==> src/rtl/pipe_pkg.sv <==
// Shared constants for the OpenMIPS inter-stage pipeline registers:
// stall encoding, default widths and the ex/mem payload and context layouts.
package pipe_pkg;

    localparam logic STOP    = 1'b1;
    localparam logic NO_STOP = 1'b0;

    localparam int STALL_W_DEF = 6;

    localparam logic [4:0] NOP_REG_ADDR = 5'd0;

    // ex/mem payload packing, MSB first: wd, wreg, wdata, hi, lo, whilo
    localparam int PL_WHILO_BIT = 0;
    localparam int PL_LO_LSB    = 1;
    localparam int PL_HI_LSB    = 33;
    localparam int PL_WDATA_LSB = 65;
    localparam int PL_WREG_BIT  = 97;
    localparam int PL_WD_LSB    = 98;
    localparam int PL_W         = 103;

    localparam int CTX_CNT_LSB  = 0;
    localparam int CTX_CNT_W    = 2;
    localparam int CTX_HILO_LSB = 2;
    localparam int CTX_HILO_W   = 64;
    localparam int CTX_W_DEF    = CTX_HILO_W + CTX_CNT_W;

endpackage

==> src/rtl/sat_counter.sv <==
// Synchronous up-counter that sticks at all-ones instead of wrapping.
module sat_counter #(
    parameter int W = 16
) (
    input  logic         clk,
    input  logic         clr,
    input  logic         inc,
    output logic [W-1:0] cnt_o
);

    logic [W-1:0] cnt_q;
    logic [W-1:0] cnt_d;

    always_comb begin
        cnt_d = cnt_q;
        if (inc && (cnt_q != '1)) begin
            cnt_d = cnt_q + W'(1);
        end
    end

    always_ff @(posedge clk) begin
        if (clr) begin
            cnt_q <= '0;
        end else begin
            cnt_q <= cnt_d;
        end
    end

    assign cnt_o = cnt_q;

endmodule

==> src/rtl/pipe_stage_reg.sv <==
// Generic inter-stage pipeline register: payload + valid, stall/flush handling,
// multicycle context save and saturating stall/bubble counters.
module pipe_stage_reg
    import pipe_pkg::*;
#(
    parameter int                DATA_W      = PL_W,
    parameter logic [DATA_W-1:0] NOP_PAYLOAD = '0,
    parameter int                CTX_W       = CTX_W_DEF,
    parameter int                STALL_W     = STALL_W_DEF,
    parameter int                STAGE       = 3,
    parameter int                PERF_W      = 16
) (
    input  logic               clk,
    input  logic               rst,
    input  logic [STALL_W-1:0] stall,
    input  logic               flush,
    input  logic               in_valid,
    input  logic [DATA_W-1:0]  in_payload,
    input  logic [CTX_W-1:0]   ctx_i,
    output logic               out_valid,
    output logic [DATA_W-1:0]  out_payload,
    output logic [CTX_W-1:0]   ctx_o,
    output logic               ctx_valid_o,
    output logic [PERF_W-1:0]  stall_cnt_o,
    output logic [PERF_W-1:0]  bubble_cnt_o
);

    // The last stage has no downstream stall bit, so it can never hold.
    localparam bit HAS_DN = (STAGE < STALL_W - 1);
    localparam int DN_IDX = HAS_DN ? STAGE + 1 : STAGE;

    logic up_stop;
    logic dn_stop;
    logic do_bubble;
    logic do_hold;

    logic              valid_q,     valid_d;
    logic [DATA_W-1:0] payload_q,   payload_d;
    logic [CTX_W-1:0]  ctx_q,       ctx_d;
    logic              ctx_valid_q, ctx_valid_d;

    assign up_stop   = (stall[STAGE] == STOP);
    assign dn_stop   = HAS_DN ? (stall[DN_IDX] == STOP) : NO_STOP;
    assign do_bubble = !flush && up_stop && !dn_stop;
    assign do_hold   = !flush && up_stop && dn_stop;

    always_comb begin
        valid_d     = valid_q;
        payload_d   = payload_q;
        ctx_d       = '0;
        ctx_valid_d = 1'b0;
        if (flush) begin
            valid_d   = 1'b0;
            payload_d = NOP_PAYLOAD;
        end else if (do_bubble) begin
            valid_d     = 1'b0;
            payload_d   = NOP_PAYLOAD;
            ctx_d       = ctx_i;
            ctx_valid_d = 1'b1;
        end else if (!up_stop) begin
            valid_d   = in_valid;
            payload_d = in_payload;
        end else begin
            // Downstream stalled too: keep the slot, keep tracking upstream context.
            ctx_d       = ctx_i;
            ctx_valid_d = 1'b1;
        end
    end

    always_ff @(posedge clk) begin
        if (rst) begin
            valid_q     <= 1'b0;
            payload_q   <= NOP_PAYLOAD;
            ctx_q       <= '0;
            ctx_valid_q <= 1'b0;
        end else begin
            valid_q     <= valid_d;
            payload_q   <= payload_d;
            ctx_q       <= ctx_d;
            ctx_valid_q <= ctx_valid_d;
        end
    end

    // A stalled downstream with a running upstream means the stall vector is broken.
    always_ff @(posedge clk) begin
        if (!rst) begin
            assert (up_stop || !dn_stop)
                else $warning("pipe_stage_reg: non-monotone stall vector %b", stall);
        end
    end

    sat_counter #(.W(PERF_W)) u_stall_cnt (
        .clk   (clk),
        .clr   (rst),
        .inc   (do_hold),
        .cnt_o (stall_cnt_o)
    );

    sat_counter #(.W(PERF_W)) u_bubble_cnt (
        .clk   (clk),
        .clr   (rst),
        .inc   (do_bubble),
        .cnt_o (bubble_cnt_o)
    );

    assign out_valid   = valid_q;
    assign out_payload = payload_q;
    assign ctx_o       = ctx_q;
    assign ctx_valid_o = ctx_valid_q;

endmodule

==> config.mk <==
export PLATFORM = sky130hd
export DESIGN_NAME = pipe_stage_reg
export DESIGN_NICKNAME = d
export VERILOG_FILES = /design/src/rtl/pipe_pkg.sv /design/src/rtl/sat_counter.sv /design/src/rtl/pipe_stage_reg.sv
export SDC_FILE = /design/constraint.sdc
export NUM_CORES = 1
export LEC_CHECK = 0
export BUFFER_PORTS_ARGS = -buffer_cell sky130_fd_sc_hd__buf_2
export CORE_AREA = 2 2 147 149
export DETAILED_ROUTE_END_ITERATION = 10
export DIE_AREA = 0 0 149 151
export PLACE_DENSITY = 0.7
export SETUP_SLACK_MARGIN = 0.05
export SLEW_MARGIN = 0
export SYNTH_ARGS = -nofsm -noshare
export SYNTH_HDL_FRONTEND = slang
export SYNTH_HIERARCHICAL = 1
export SYNTH_SLANG_ARGS = --single-unit
export TNS_END_PERCENT = 20
==> constraint.sdc <==
create_clock -name clk -period 2.6 [get_ports clk]
set_input_delay 0 -clock clk [delete_from_list [all_inputs] [get_ports clk]]
set_output_delay 0 -clock clk [all_outputs]
set_load 0.1 [all_outputs]
==> summary.txt, run 1 <==
Power and ir drop
  – Leak Pwr: 5.59 nW
  – Peak VDD IR: 600 uV
  – Power Density: approximately 600 nW/um2

Setup path
  – Critical path's most frequent cell: or4_1
  – CP Buf/Inv Count: 0
  – R2R cell count: 4
  – Arrival time at the worst endpoint: approximately 2200 ps
  – Crit-path cells: nand4_4 > or4_1 > or4_1 > a21oi_1
  – Worst Setup End Kind: flip-flop
  – Worst path required time: just over 3000 ps
  – Setup slack, reg-to-reg: ~840 ps
  – CP max stage cell: dfxtp_1
  – Critical path fanouts, max: 7
  – Critical path depth: 4
  – CP Launch Type: flip-flop
  – Max incr delay on CP: roughly 490 ps
  – Crit-path leading delay family: simple AND/OR/NAND/NOR gates
  – CP Class: reg -> reg

Min path
  – WHS Path Cells: 2
  – Hold Path Class: in -> reg

Timing
  – Final hold vios: 0
  – Worst hold margin: around 22 ps
  – Slew Viols, Final: 0
  – Setup_tns: 0 ps
  – Clock skew: around 8.6 ps
  – Slew @ Worst Pin: 1190 ps
  – Fmax: 567 MHz
  – Final Setup Violations: 0
  – Minimum clock period: approximately 1800 ps
  – Post-route clock period utilization: 0.678
  – RSZ-0062 raised after global routing: no
  – Relative slew slack: 0.210

Floorplanning
  – Initial Util: 0.374
  – Core area: about 21000 um2
  – Die Ht: approximately 150 um
  – Die width: 149 um
  – IO Pins: about 380
  – Std cell rows: 53
  – Die ar.: approximately 22000 um2

Finish
  – Most frequent cells in the layout: 375 x buf_2, 203 x dfxtp_1, 196 x dlygate4sd3_1, 116 x nand3_1, 104 x nand2b_1
  – Share of cells above drive strength 1: 0.362
  – Final nets: ~1500
  – Most common cell after layout, fill and taps aside: buf_2
  – Area grow syn2layout: 60.7%
  – Fillers: roughly 1700

Logic synthesis
  – Post-synth cell types: 40
  – Post-synth EDFFs: 0
  – Sequential area share after synthesis: 0.522
  – YS warnings: 6
  – Syn_nets: around 990
  – Area of the mapped netlist: between 7000 and 8000 um2
  – Dominant synthesized flop cell: dfxtp_1
  – #FFs+latches synth: 203
  – Cells after synthesis: 805
  – Async set or reset register ratio after synthesis: 0
  – Avg Synthesized Cell Area: about 9.7 um2

Clocking
  – CTS Hold Bufs: roughly 200
  – Depth of the CTS H-tree: 1
  – CTS Root Cell: clkbuf_16
  – CTS buffer count: 22
  – Post_cts resized: 0
  – CTS tree: built
  – Worst skew pair latency: around 500 ps
  – CTS sink count: a little over 200
  – Post-CTS Setup Bufs: 0
  – Clk buf depth: 3
  – Clk slew on worst S/H paths: about 60 ps

Detailed routing
  – Post-route ant nets: 0
  – Drt initial violations: 230
  – Drt first pass iters: 5
  – Number of remaining DRC errors: 0
  – DR vias/cell: between 4 and 5
  – Final wirelength: between 20000 and 30000 um
  – Via count: a little under 8000
  – Post-DR wirelength/cell: between 15 and 20 um

Global routing
  – Initial antenna violation count: 2
  – Total congestion overflow: 0
  – Vias in the first global route: around 8000
  – Gr usage total: 0.217
  – Pin count of the biggest net entering global routing: around 150
  – First-pass GRT wire length: between 30000 and 40000 um

Status
  – Outcome: finished clean

Placement
  – DP Wirelength: 15200 um
  – Input/output buffers: ~380
  – Gpl congestion: between 0.8 and 0.9

Run
  – Max-cap violations: 0
-- Yosys cell counts (12+ instances only) --
cell type,count,area share
dfxtp_1,203,0.52
nand3_1,116,0.075
nand2b_1,104,0.084
and2_1,66,0.053
a21oi_1,64,0.041
a21oi_2,60,0.067
clkbuf_1,27,0.013
buf_2,21,0.013
or4_1,14,0.013
nand2_1,12,0.0058
nor2_1,12,0.0058
o31ai_1,12,0.012
-- path summary, 6_finish.rpt --
kind	endpoint	start
max reg2reg	u_bubble_cnt/cnt_o[15]	u_bubble_cnt/cnt_o[5]
max	u_bubble_cnt/cnt_o[15]	u_bubble_cnt/cnt_o[5]
min	u_bubble_cnt/cnt_o[10]	rst
min reg2reg	out_payload[92]	out_payload[92]
-- report_power, final --
group	leakage [nW]	total (mW)	internal, mW	switching, mW
Clock	0.364	3.14	1.88	1.26
Combinational	3.57	1.29	0.421	0.869
Sequential	1.65	3.22	3.19	0.0339
-- stage by stage --
step	area (um2)	util	total power [mW]	instances	setup slack (ps)
after floorplan	7790	-	4.09	805	246
after global placement	9800	0.471	4.33	1406	834
after detailed placement	9800	0.471	4.34	1406	805
after CTS	12500	0.601	7.69	1642	850
after global routing	12500	0.601	7.90	1644	657
final	12500	0.601	7.65	1644	836
-- cell type report --
type | instances | area, um2 | area share
Sequential cell | 203 | 4060 | 0.325
Timing Repair Buffer | 584 | 3960 | 0.317
Multi-Input combinational cell | 534 | 3370 | 0.270
Clock buffer | 32 | 669 | 0.0535
Tap cell | 275 | 344 | 0.0275
Clock inverter | 8 | 70.1 | 0.00560
Inverter | 6 | 22.5 | 0.00180
Antenna cell | 2 | 5.00 | 0.000400
-- state kept, by name, indices dropped and copies added, names as in the netlist --
name	count
u_stall_cnt/cnt_o	16
out_payload	103
u_bubble_cnt/cnt_o	16
ctx_o	66
out_valid	1
ctx_valid_o	1
-- cells by family (layout without fill, tap and decap cells) --
family                     count (synthesis)  in the layout  synth area share
buffers and inverters                     68            630            0.0458
other                                      0              2                 0
and+or+nand+nor                          374            374             0.287
AOI/OAI and AO/OA                        150            150             0.132
muxes                                      4              4           0.00546
adders and majority gates                  2              2           0.00321
DFF                                      203            203             0.522
xor gates and xnor gates                   4              4           0.00450
-- layer usage --
metal	share of wire	global-route usage	up-vias
met2	0.48	0.380	376
li1	-	-	3860
met5	0	0	-
met1	0.38	0.238	3628
met3	0.087	0.0654	96
met4	0.048	0.109	0
Note: power is estimated with default switching activity, not from simulation.
==> run 2, diff against run 1 <==
clock period = 1.7 ns   (was 2.6 ns; I/O delays follow)
==> run 2 against run 1 <==
Compared with the run above: global-route usage is 0.51 points lower; first-iteration DRC count is 1.7% higher; via count is 2.0% lower; critical path type unchanged; power is 53% higher; routed wire length is 1.8% lower.
==> summary.txt, run 2 (synthesis results as in run 1) <==
Floorplanning
  – Initial Util: 0.374 (unchanged)
  – Die width: 149 um (unchanged)
  – IO Pins: 382 (unchanged)
  – Std cell rows: 53 (unchanged)
  – Die Ht: 151 um (unchanged)
  – Die ar.: 22500 um2 (unchanged)
  – Core area: 20800 um2 (unchanged)

Timing
  – Relative slew slack: 0.515 (was 0.210)
  – Post-route clock period utilization: 0.953 (was 0.678)
  – Final hold vios: 0 (unchanged)
  – Minimum clock period: 1620 ps (was 1760 ps)
  – RSZ-0062 raised after global routing: yes (was no)
  – Fmax: 617 MHz (was 567 MHz)
  – Slew Viols, Final: 0 (unchanged)
  – Clock skew: 7.06 ps (was 8.56 ps)
  – Slew @ Worst Pin: 728 ps (was 1190 ps)
  – Final Setup Violations: 0 (unchanged)

Clocking
  – CTS sink count: 203 (unchanged)
  – Depth of the CTS H-tree: 1 (unchanged)
  – CTS tree: built (unchanged)
  – Clk slew on worst S/H paths: 60 ps (about the same)
  – CTS buffer count: 23 (was 22)
  – CTS Root Cell: clkbuf_16 (unchanged)
  – Worst skew pair latency: 500 ps (about the same)
  – Clk buf depth: 3 (unchanged)

Finish
  – Max FFs per register: 103 (unchanged)
  – Most frequent cells in the layout: 375 x buf_2, 173 x dlygate4sd3_1, 171 x dfxtp_1, 114 x nand3_1, 104 x nand2b_1 (was 375 x buf_2, 203 x dfxtp_1, 196 x dlygate4sd3_1, 116 x nand3_1, 104 x nand2b_1)
  – Final core occ: 0.606 (was 0.601)
  – Most common cell after layout, fill and taps aside: buf_2 (unchanged)
  – Area grow syn2layout: 62.2% (was 60.7%)
  – Final Cell Area: 12600 um2 (was 12500 um2)
  – Final nets: 1521 (was 1532)
  – Share of cells above drive strength 1: 0.403 (was 0.362)
  – Diodes inserted: 0 (was 2)

Detailed routing
  – Post-route ant nets: 0 (unchanged)
  – DRT met1 WL: 10200 um (was 9980 um)
  – Drt initial violations: 234 (was 230)
  – Max layer used: met4 (unchanged)
  – DR vias/cell: 4.79 (was 4.84)
  – Met2 WL post-DR: 12500 um (was 12700 um)
  – Routed length on met3: 2130 um (was 2300 um)
  – Via count: 7804 (was 7960)
  – Number of remaining DRC errors: 0 (unchanged)
  – Final wirelength: 25800 um (was 26200 um)
  – Drt first pass iters: 5 (unchanged)
  – Post-DR wirelength/cell: 15.8 um (was 16.0 um)

Power and ir drop
  – Power Density: 929 nW/um2 (was 612 nW/um2)
  – Peak VDD IR: 940 uV (was 600 uV)
  – Leak Pwr: 5.56 nW (was 5.59 nW)
  – Final Power: 11.7 mW (was 7.65 mW)

Placement
  – Gpl congestion: 0.837 (was 0.816)
  – Input/output buffers: 377 (unchanged)
  – Area post-placement: 10100 um2 (was 9800 um2)
  – DP Wirelength: 15500 um (was 15200 um)

Setup path
  – Arrival time at the worst endpoint: 2050 ps (was 2190 ps)
  – Worst path required time: 2130 ps (was 3030 ps)
  – R2R cell count: 4 (unchanged)
  – Crit-path cells: nand4_4 > or4_4 > or4_4 > a21oi_2 (was nand4_4 > or4_1 > or4_1 > a21oi_1)
  – CP Class: reg -> reg (unchanged)
  – Max incr delay on CP: 450 ps (was 490 ps)
  – Critical path fanouts, max: 7 (unchanged)
  – Worst Setup End Kind: flip-flop (unchanged)
  – Critical path's most frequent cell: or4_4 (was or4_1)
  – CP Launch Type: flip-flop (unchanged)
  – CP max stage cell: or4_4 (was dfxtp_1)

Global routing
  – Pin count of the biggest net entering global routing: 209 (was 151)
  – Gr usage total: 0.211 (was 0.217)
  – Initial antenna violation count: 0 (was 2)
  – Total congestion overflow: 0 (unchanged)
  – First-pass GRT wire length: 38800 um (was 39600 um)
  – Vias in the first global route: 7652 (was 7998)

Min path
  – WHS Path Cells: 5 (was 2)
  – Hold Path Class: in -> reg (unchanged)

Run
  – Max-cap violations: 0 (unchanged)

Status
  – Outcome: finished clean (unchanged)
-- run 2: cell count changes in the layout (fill, tap and decap cells not counted), sizes merged --
cell / change
dlygate4sd3: -23
clkbuf: +7
diode: -2
clkinv: -5
buf: +11
inv: +1
clkinvlp: -2
bufinv: -1
-- run 2: cell type report --
type                            instances  area [um2]
Timing Repair Buffer                  572        3860
Tap cell                              275         344
Inverter                                6        22.5
Clock inverter                          1        8.76
Multi-Input combinational cell        534        3450
Fill cell                            1614        8200
Sequential cell                       203        4180
Clock buffer                           39         748
-- run 2: metal layers --
metal,vias to the layer above,GRT usage
met5,-,0
met3,67,0.0548
met2,324,0.373
met4,0,0.0852
li1,3841,-
met1,3572,0.244
-- run 2: worst paths after layout --
check | start | endpoint | slack [ps]
max | u_bubble_cnt/cnt_o[6] | u_bubble_cnt/cnt_o[15] | 80
min | flush | u_bubble_cnt/cnt_o[1] | 50
max reg2reg | u_bubble_cnt/cnt_o[6] | u_bubble_cnt/cnt_o[15] | 80
min reg2reg | out_payload[11] | out_payload[11] | 480
-- run 2: what timing repair did --
| action | 4_1_cts | 5_1_grt |
|---|---|---|
| hold buffers | 173 | 0 |
| resized for setup | 0 | 7 |
| buffers inserted | 0 | 2 |
| setup endpoints to repair | 0 | 8 |
| endpoints found under the hold margin | 172 | 0 |
-- run 2: where the power goes --
group          total (mW)  internal (mW)  leakage [nW]  switching, mW
clock network        4.88           2.98         0.371           1.90
registers            4.88           4.83          1.68         0.0524
logic                1.97          0.639          3.51           1.33
-- run 2: worst max-delay path: cells and delay by family (launching register included) --
family          cells  cell delay, ps
compound gates      1             140
flops               1             380
simple gates        3            1040
-- run 2: stage by stage --
step                setup WS, ps  hold WS [ps]  setup TNS [ps]  cells
floorplan                  -57.9           122            -143    805
global placement             103           199               0   1415
detailed placement          90.3           201               0   1415
CTS                         68.4          28.3               0   1628
global route                10.5          70.4               0   1630
finish                      79.8          48.1               0   1630
